$ cat config.mk
export PLATFORM = sky130hd
export DESIGN_NAME = key_debounce
export DESIGN_NICKNAME = d
export VERILOG_FILES = /design/src/rtl/key_pkg.sv /design/src/rtl/sync_2ff.sv /design/src/rtl/key_debounce.sv
export SDC_FILE = /design/constraint.sdc
export NUM_CORES = 1
export LEC_CHECK = 0
export CAP_MARGIN = 20
export CORE_ASPECT_RATIO = 1.75
export CORE_UTILIZATION = 39
export DETAILED_ROUTE_END_ITERATION = 7
export SLEW_MARGIN = 0
export SYNTH_ARGS = -nofsm -noshare
export SYNTH_HDL_FRONTEND = slang
export SYNTH_HIERARCHICAL = 1
export SYNTH_SLANG_ARGS = --single-unit
$ cat constraint.sdc
create_clock -name clk -period 2.1 [get_ports clk]
set_input_delay 0.21 -clock clk [delete_from_list [all_inputs] [get_ports clk]]
set_output_delay 0.21 -clock clk [all_outputs]
set_load 0.03 [all_outputs]
$ cat src/rtl/key_pkg.sv
`default_nettype none
// ============================================================================
//  Module      : key_pkg
//  Description : Shared definitions for the user-key debouncer: FSM state
//                encoding and a millisecond-to-cycle conversion helper that
//                other timed blocks reuse.
//  Revision    : 1.0 - initial release
// ============================================================================
package key_pkg;

    // Debouncer FSM state encoding
    typedef enum logic [1:0] {
        IDLE           = 2'd0,
        PRESS_FILTER   = 2'd1,
        PRESSED        = 2'd2,
        RELEASE_FILTER = 2'd3
    } key_state_t;

    // Converts a duration in ms to a clock-cycle count (integer arithmetic,
    // the division comes first so large clock rates do not overflow)
    function automatic int unsigned ms_to_cycles(input int unsigned clk_freq,
                                                 input int unsigned ms);
        return (clk_freq / 1000) * ms;
    endfunction

endpackage
`default_nettype wire

$ cat src/rtl/sync_2ff.sv
`default_nettype none
// ============================================================================
//  Module      : sync_2ff
//  Description : Generic two-flop synchronizer for signals asynchronous to
//                clk. Both stages reset to RESET_VAL so the output does not
//                show a spurious transition when reset is released.
//  Revision    : 1.0 - initial release
// ============================================================================
module sync_2ff #(
    parameter int               WIDTH     = 1,
    parameter logic [WIDTH-1:0] RESET_VAL = '0
) (
    input  logic             clk,
    input  logic             rst_n,
    input  logic [WIDTH-1:0] d,
    output logic [WIDTH-1:0] q
);

    logic [WIDTH-1:0] meta;

    // Two back-to-back flops; the first may go metastable, the second settles
    always_ff @(posedge clk or negedge rst_n) begin
        if (!rst_n) begin
            meta <= RESET_VAL;
            q    <= RESET_VAL;
        end else begin
            meta <= d;
            q    <= meta;
        end
    end

endmodule
`default_nettype wire

$ cat src/rtl/key_debounce.sv
`default_nettype none
// ============================================================================
//  Module      : key_debounce
//  Description : Debounces one active-low push button. Synchronizes the raw
//                pin, filters bounce with a four-state FSM and emits
//                registered single-cycle press / release / long-press pulses
//                plus a registered debounced level (1 = pressed).
//  Revision    : 1.0 - initial release
// ============================================================================
module key_debounce
    import key_pkg::*;
#(
    parameter int CLK_FREQ    = 100_000_000,
    parameter int DEBOUNCE_MS = 20,
    parameter int LONG_MS     = 1000
) (
    input  logic clk,
    input  logic rst_n,
    input  logic key_in,
    output logic key_level,
    output logic key_press,
    output logic key_release,
    output logic key_long
);

    localparam int unsigned DB_CYCLES   = ms_to_cycles(CLK_FREQ, DEBOUNCE_MS);
    localparam int unsigned LONG_CYCLES = ms_to_cycles(CLK_FREQ, LONG_MS);
    localparam int          DB_W        = $clog2(DB_CYCLES);
    localparam int          LONG_W      = $clog2(LONG_CYCLES);

    localparam logic [DB_W-1:0]   DB_LAST   = DB_W'(DB_CYCLES - 1);
    localparam logic [LONG_W-1:0] LONG_LAST = LONG_W'(LONG_CYCLES - 1);

    // Both windows need at least two cycles: the counters would have zero
    // width otherwise, and press/long could coincide
    if (DB_CYCLES < 2) begin : g_db_check
        $error("key_debounce: debounce window must be at least 2 cycles");
    end
    if (LONG_CYCLES < 2) begin : g_long_check
        $error("key_debounce: long-press window must be at least 2 cycles");
    end

    logic              key_s;
    key_state_t        state;
    key_state_t        state_next;
    logic [DB_W-1:0]   db_cnt;
    logic [DB_W-1:0]   db_cnt_next;
    logic [LONG_W-1:0] long_cnt;
    logic [LONG_W-1:0] long_cnt_next;
    logic              long_fired;
    logic              long_fired_next;
    logic              press_next;
    logic              release_next;
    logic              long_next;
    logic              level_next;

    // Raw pin into the clock domain; idles at 1 (released)
    sync_2ff #(
        .WIDTH     (1),
        .RESET_VAL (1'b1)
    ) u_sync (
        .clk   (clk),
        .rst_n (rst_n),
        .d     (key_in),
        .q     (key_s)
    );

    // State, counters and registered outputs
    always_ff @(posedge clk or negedge rst_n) begin
        if (!rst_n) begin
            state       <= IDLE;
            db_cnt      <= '0;
            long_cnt    <= '0;
            long_fired  <= 1'b0;
            key_level   <= 1'b0;
            key_press   <= 1'b0;
            key_release <= 1'b0;
            key_long    <= 1'b0;
        end else begin
            state       <= state_next;
            db_cnt      <= db_cnt_next;
            long_cnt    <= long_cnt_next;
            long_fired  <= long_fired_next;
            key_level   <= level_next;
            key_press   <= press_next;
            key_release <= release_next;
            key_long    <= long_next;
        end
    end

    // Next-state, counter updates and output pulses
    always_comb begin
        state_next      = state;
        db_cnt_next     = db_cnt;
        long_cnt_next   = long_cnt;
        long_fired_next = long_fired;
        press_next      = 1'b0;
        release_next    = 1'b0;
        long_next       = 1'b0;

        unique case (state)
            IDLE: begin
                if (!key_s) begin
                    state_next  = PRESS_FILTER;
                    db_cnt_next = '0;
                end
            end

            PRESS_FILTER: begin
                if (key_s) begin
                    state_next  = IDLE;
                    db_cnt_next = '0;
                end else if (db_cnt == DB_LAST) begin
                    state_next      = PRESSED;
                    press_next      = 1'b1;
                    long_cnt_next   = '0;
                    long_fired_next = 1'b0;
                end else begin
                    db_cnt_next = db_cnt + DB_W'(1);
                end
            end

            PRESSED: begin
                if (key_s) begin
                    state_next  = RELEASE_FILTER;
                    db_cnt_next = '0;
                end else if (long_cnt != LONG_LAST) begin
                    long_cnt_next = long_cnt + LONG_W'(1);
                end else if (!long_fired) begin
                    // Saturated hold counter: fire once per press
                    long_next       = 1'b1;
                    long_fired_next = 1'b1;
                end
            end

            RELEASE_FILTER: begin
                // long_cnt is frozen here and kept if the release was bounce
                if (!key_s) begin
                    state_next = PRESSED;
                end else if (db_cnt == DB_LAST) begin
                    state_next   = IDLE;
                    release_next = 1'b1;
                end else begin
                    db_cnt_next = db_cnt + DB_W'(1);
                end
            end

            default: begin
                state_next = IDLE;
            end
        endcase

        level_next = (state_next == PRESSED) || (state_next == RELEASE_FILTER);
    end

endmodule
`default_nettype wire

==> results.cfg, run 1 <==
[run_status]
status = finished with violations
violations = setup timing

[critical_path]
critPathArrivalTime_ps = 2350
cp-end-kind = flop
startpoint_type = flop
crit_type = flop to flop
path_max_fanout = 14
crit_required_ps = 2300

[sta]
slew_headroom = 0.645
worst_slack_ps = -42.9
skew_ps = 8.61
tns_ps = -362
timing_hold_violations_final = 0
tightest_slew_ps = 532
period_share = 1.02
max_freq_mhz = 467
slew_viol_final = 0
rsz0062_at_grt = true
setup_viol = 16
fin_crit_ps = 2140

[cells_and_area]
top_regs = long_cnt x27, db_cnt x21, state x2
top_register = long_cnt
n_antenna_cell = 0
layout.nets = 392
nFillCells = 742
fin_util = 0.507
design_area_um2 = 4010
largest_reg_flops = 27
drive_above_1_share = 0.276
area_growth_syn_to_layout_pct = 26.1

[clocking]
clock_latency_ps = 330
cts_sinks = 57
clockBufferDepth = 2
htree_levels = 3
cts-root-buf = clkbuf_16
cts_tree = yes
clk_pin_slew_worst_paths_ps = 50
cts_made_buffers = 9
post_cts_buffers = 0

[yosys]
synthFlopType = dfrtp_1
ys_warn_count = 6
syn_area_um2 = 3180
synth_cells = 333
yosysSeqAreaShare = 0.449
synth_cell_types = 52
ys_ff_latch = 57
async_flop_share = 1.00
synth_area_per_cell_um2 = 9.55
synth_nets = 338
synth_edf_count = 0

[power_and_ir_drop]
peakVddDrop_uv = 471
total_power_mw = 2.67
p_leak_nw = 1.64
power_density_nw_per_um2 = 665

[placed_design]
portBuffers = 6
dp_hpwl_mm = 5.66
pre_cts_slack_ps = -31.9
place_area_um2 = 3680
gp_congestion = 0.809

[die]
io_pins = 7
core-area_um2 = 7910
rows = 43
start_util = 0.402
fp.dieH_um = 121
chipWidth_um = 70.3
dieArea_um2 = 8530

[route]
drtPass1Iterations = 4
wl_mm = 7.83
antenna_left = 0
drt_iter0_markers = 121
wl_per_cell_um = 16.2
vias = 2740
vias_per_cell = 5.68
drc = 0

[hold_path]
hold_class = input port to flop

[grt]
grt_overflow_total = 0
grt_pass1_vias = 2781
antenna_found_initial = 0
track_usage = 0.204
grt_max_degree = 38
grt_pass1_wl_mm = 13.4

[flow_run]
drv_cap = 0
routing by layer:
layer / global-route usage / vias to the layer above / routed length (um)
met5: 0 / - / 0
met4: 0.103 / 0 / 213
met3: 0.0382 / 16 / 142
met2: 0.377 / 29 / 4440
met1: 0.216 / 1354 / 3030
li1: - / 1341 / -
layout by cell type (no fill, tap or decap), types with 9 or more instances in the layout:
cell type	count
a21oi_1	9
a21oi_2	11
buf_4	48
clkbuf_16	9
dfrtp_1	55
nand2_1	25
nand3_1	31
nand4_1	12
nor2_1	27
nor3_1	11
o21ai_0	16
o31ai_1	10
or4_2	11
xnor2_1	9
xor2_1	12
cell usage after synthesis (4+ instances only):
| library cell | instances | area, um^2 |
|---|---|---|
| dfrtp_1 | 55 | 1380 |
| nand3_1 | 32 | 160 |
| nor2_1 | 27 | 101 |
| nand2_1 | 25 | 93.8 |
| o21ai_0 | 17 | 85.1 |
| nand4_1 | 12 | 75.1 |
| xor2_1 | 12 | 105 |
| a21oi_2 | 11 | 96.3 |
| nor3_1 | 11 | 55.1 |
| or4_2 | 11 | 96.3 |
| o31ai_1 | 10 | 75.1 |
| a21oi_1 | 9 | 45.0 |
| xnor2_1 | 9 | 78.8 |
| clkbuf_1 | 8 | 30.0 |
| inv_1 | 7 | 26.3 |
| and3_1 | 5 | 31.3 |
| o21ai_1 | 5 | 25.0 |
| or3_1 | 5 | 31.3 |
| a211oi_1 | 4 | 30.0 |
| buf_6 | 4 | 45.0 |
| nand4b_1 | 4 | 35.0 |
layout make-up:
type                            instances  area, um^2  area share
Tap cell                               90         113      0.0281
Sequential cell                        57        1430       0.356
Multi-Input combinational cell        253        1650       0.411
Clock buffer                           13         250      0.0624
Timing Repair Buffer                   59         505       0.126
Inverter                                7        26.3     0.00655
Clock inverter                          3        40.0     0.00998
where the power goes:
part | leakage (nW) | switching [mW] | total, mW | internal [mW]
logic | 0.707 | 0.0645 | 0.104 | 0.0391
registers | 0.785 | 0.0150 | 1.13 | 1.11
clock network | 0.144 | 0.490 | 1.44 | 0.945
stage by stage:
stage                     hold WS [ps]  cells
after global placement             223    465
after global routing               295    482
final                              285    482
after detailed placement           224    465
after CTS                          277    482
after floorplan                  -85.6    333
worst max-delay path, stage by stage, from the launching register on:
cell	delay, ps
dfrtp_1	380
or4b_4	540
or4_4	510
o21ai_4	170
buf_4	210
or4_2	140
a21oi_2	50
path summary, 6_finish.rpt:
| check | endpoint | cells past startpoint | startpoint | slack [ps] |
|---|---|---|---|---|
| max in group asynchronous | long_cnt[7]$_DFFE_PN0P_ | 3 | rst_n | 1120 |
| worst min register to register | u_sync/q$_DFF_PN1_ | 0 | u_sync/meta$_DFF_PN1_ | 350 |
| min in group asynchronous | db_cnt[20]$_DFFE_PN0P_ | 2 | rst_n | 390 |
| worst max-delay path | long_cnt[7]$_DFFE_PN0P_ | 6 | long_cnt[11]$_DFFE_PN0P_ | -40 |
| worst min-delay path | u_sync/meta$_DFF_PN1_ | 1 | key_in | 290 |
| worst max register to register | long_cnt[7]$_DFFE_PN0P_ | 6 | long_cnt[11]$_DFFE_PN0P_ | -40 |
repair_timing:
item / CTS / global route
hold endpoints to repair: 18 / 0
hold buffers: 1 / 0
pin swaps: 1 / 1
endpoints found under the setup margin: 23 / 26
gates cloned: 0 / 0
resized for setup: 2 / 6
cells by family after synthesis:
group	after synthesis	synth area share
and+or+nand+nor	161	0.293
AOI/OAI and AO/OA	68	0.146
DFF	57	0.449
buffers and inverters	23	0.0425
xor gates and xnor gates	21	0.0578
adders and majority gates	2	0.00787
muxes	1	0.00315
Power figures use the tool's default switching activity.
==> inputs of run 2 (changes only) <==
- CORE_MARGIN: default -> 3
==> results.cfg, run 2 (synthesis results as in run 1) <==
[run_status]
status = finished with violations
violations = setup timing

[placed_design]
dp_hpwl_mm = 5.65
pre_cts_slack_ps = -36.5
portBuffers = 6
gp_congestion = 0.799

[cells_and_area]
nFillCells = 692
top_regs = long_cnt x27, db_cnt x21, state x2
layout_common_cells = 54 x dfrtp_1, 49 x buf_4, 30 x nand3_1
area_growth_syn_to_layout_pct = 34.5
top_register = long_cnt
n_antenna_cell = 0
largest_reg_flops = 27
drive_above_1_share = 0.334
fin_util = 0.541
layout.nets = 398
final_common_cell = dfrtp_1

[sta]
tns_ps = -1380
worst_slack_ps = -96.3
timing_hold_violations_final = 0
skew_ps = 4.79
slew_headroom = 0.651
whs_ps = 294
rsz0062_at_grt = true
setup_viol = 21
period_share = 1.05
tightest_slew_ps = 519
slew_viol_final = 0
max_freq_mhz = 455
fin_crit_ps = 2200

[grt]
track_usage = 0.181
grt_pass1_vias = 2612
grt_overflow_total = 0
grt_max_degree = 58
antenna_found_initial = 0
grt_pass1_wl_mm = 12.7

[critical_path]
crit_type = flop to flop
startpoint_type = flop
r2r-start = long_cnt[12]$_DFFE_PN0P_
rrSetupSlack_ps = -100
crit_required_ps = 2310
path_max_fanout = 7
r2r_end = long_cnt[5]$_DFFE_PN0P_
cp-end-kind = flop
reg2reg_depth = 7
critPathArrivalTime_ps = 2410

[die]
chipWidth_um = 74.3
start_util = 0.402
dieArea_um2 = 9320
fp.dieH_um = 125
rows = 43
core-area_um2 = 7910
io_pins = 7

[clocking]
cts-root-buf = clkbuf_16
cts_sinks = 57
htree_levels = 3
cts_tree = yes
clock_latency_ps = 320
cts_made_buffers = 9
clockBufferDepth = 2
clk_pin_slew_worst_paths_ps = 50

[route]
wl_per_cell_um = 17.2
drt_iter0_markers = 149
vias_per_cell = 5.67
vias = 2765
wl_mm = 8.41
drc = 0
drtPass1Iterations = 4
antenna_left = 0

[flow_run]
drv_cap = 0

[hold_path]
hold_class = input port to flop
min_to = u_sync/meta$_DFF_PN1_
hold_path_startpoint = key_in
worst_hold_path.num_cells = 1

[power_and_ir_drop]
total_power_mw = 2.79
peakVddDrop_uv = 401
p_leak_nw = 1.74
power_density_nw_per_um2 = 652
==> run 2: area by class of cell <==
cell class	count	area (um^2)	area share
Clock buffer	15	298	0.0696
Clock inverter	1	30.0	0.00702
Inverter	7	26.3	0.00614
Multi-Input combinational cell	253	1780	0.416
Sequential cell	57	1430	0.334
Tap cell	90	113	0.0263
Timing Repair Buffer	65	601	0.140
==> run 2: repair_timing <==
| action | CTS | global route |
|---|---|---|
| pin swaps | 1 | 23 |
| hold buffers | 1 | 0 |
| endpoints found under the setup margin | 16 | 32 |
| endpoints found under the hold margin | 55 | 0 |
| gates cloned | 0 | 3 |
| resized for setup | 2 | 38 |
| setup buffers | 0 | 4 |
==> run 2: worst max-delay path by stage <==
stage	from	to	slack, ps	cells after the start
after global routing	long_cnt[11]$_DFFE_PN0P_	long_cnt[23]$_DFFE_PN0P_	-150	7
after global placement	long_cnt[17]$_DFFE_PN0P_	long_cnt[23]$_DFFE_PN0P_	-10	6
after CTS	long_cnt[17]$_DFFE_PN0P_	long_cnt[23]$_DFFE_PN0P_	-50	6
after floorplan	long_cnt[17]$_DFFE_PN0P_	long_cnt[5]$_DFFE_PN0P_	-10	7
after detailed placement	long_cnt[17]$_DFFE_PN0P_	long_cnt[23]$_DFFE_PN0P_	-40	6
final	long_cnt[12]$_DFFE_PN0P_	long_cnt[5]$_DFFE_PN0P_	-100	7
==> run 2: through the flow <==
stage,cells,instance area [um^2]
5_1_grt,488,4280
2_1_floorplan,333,3190
4_1_cts,481,4010
6_report,488,4280
3_3_place_gp,464,3660
3_5_place_dp,464,3660
==> run 2: where the power goes <==
part | total, mW | switching [mW] | internal, mW
Combinational | 0.0960 | 0.0606 | 0.0353
Sequential | 1.13 | 0.0169 | 1.11
Clock | 1.56 | 0.483 | 1.08
==> run 2: critical path, cell delays in order (launching register included) <==
cell and delay, ps:
dfrtp_1 370, or4b_4 530, or4_4 510, o21ai_4 180, buf_12 150, clkbuf_16 170
or3_4 120, a21oi_2 40
==> run 2: metal layers <==
metal  GRT usage  vias to the layer above  share of wire
li1            -                     1351              -
met1       0.196                     1372           0.38
met2       0.328                       28           0.57
met3      0.0386                       14          0.020
met4      0.0713                        0          0.025
met5           0                        -              0
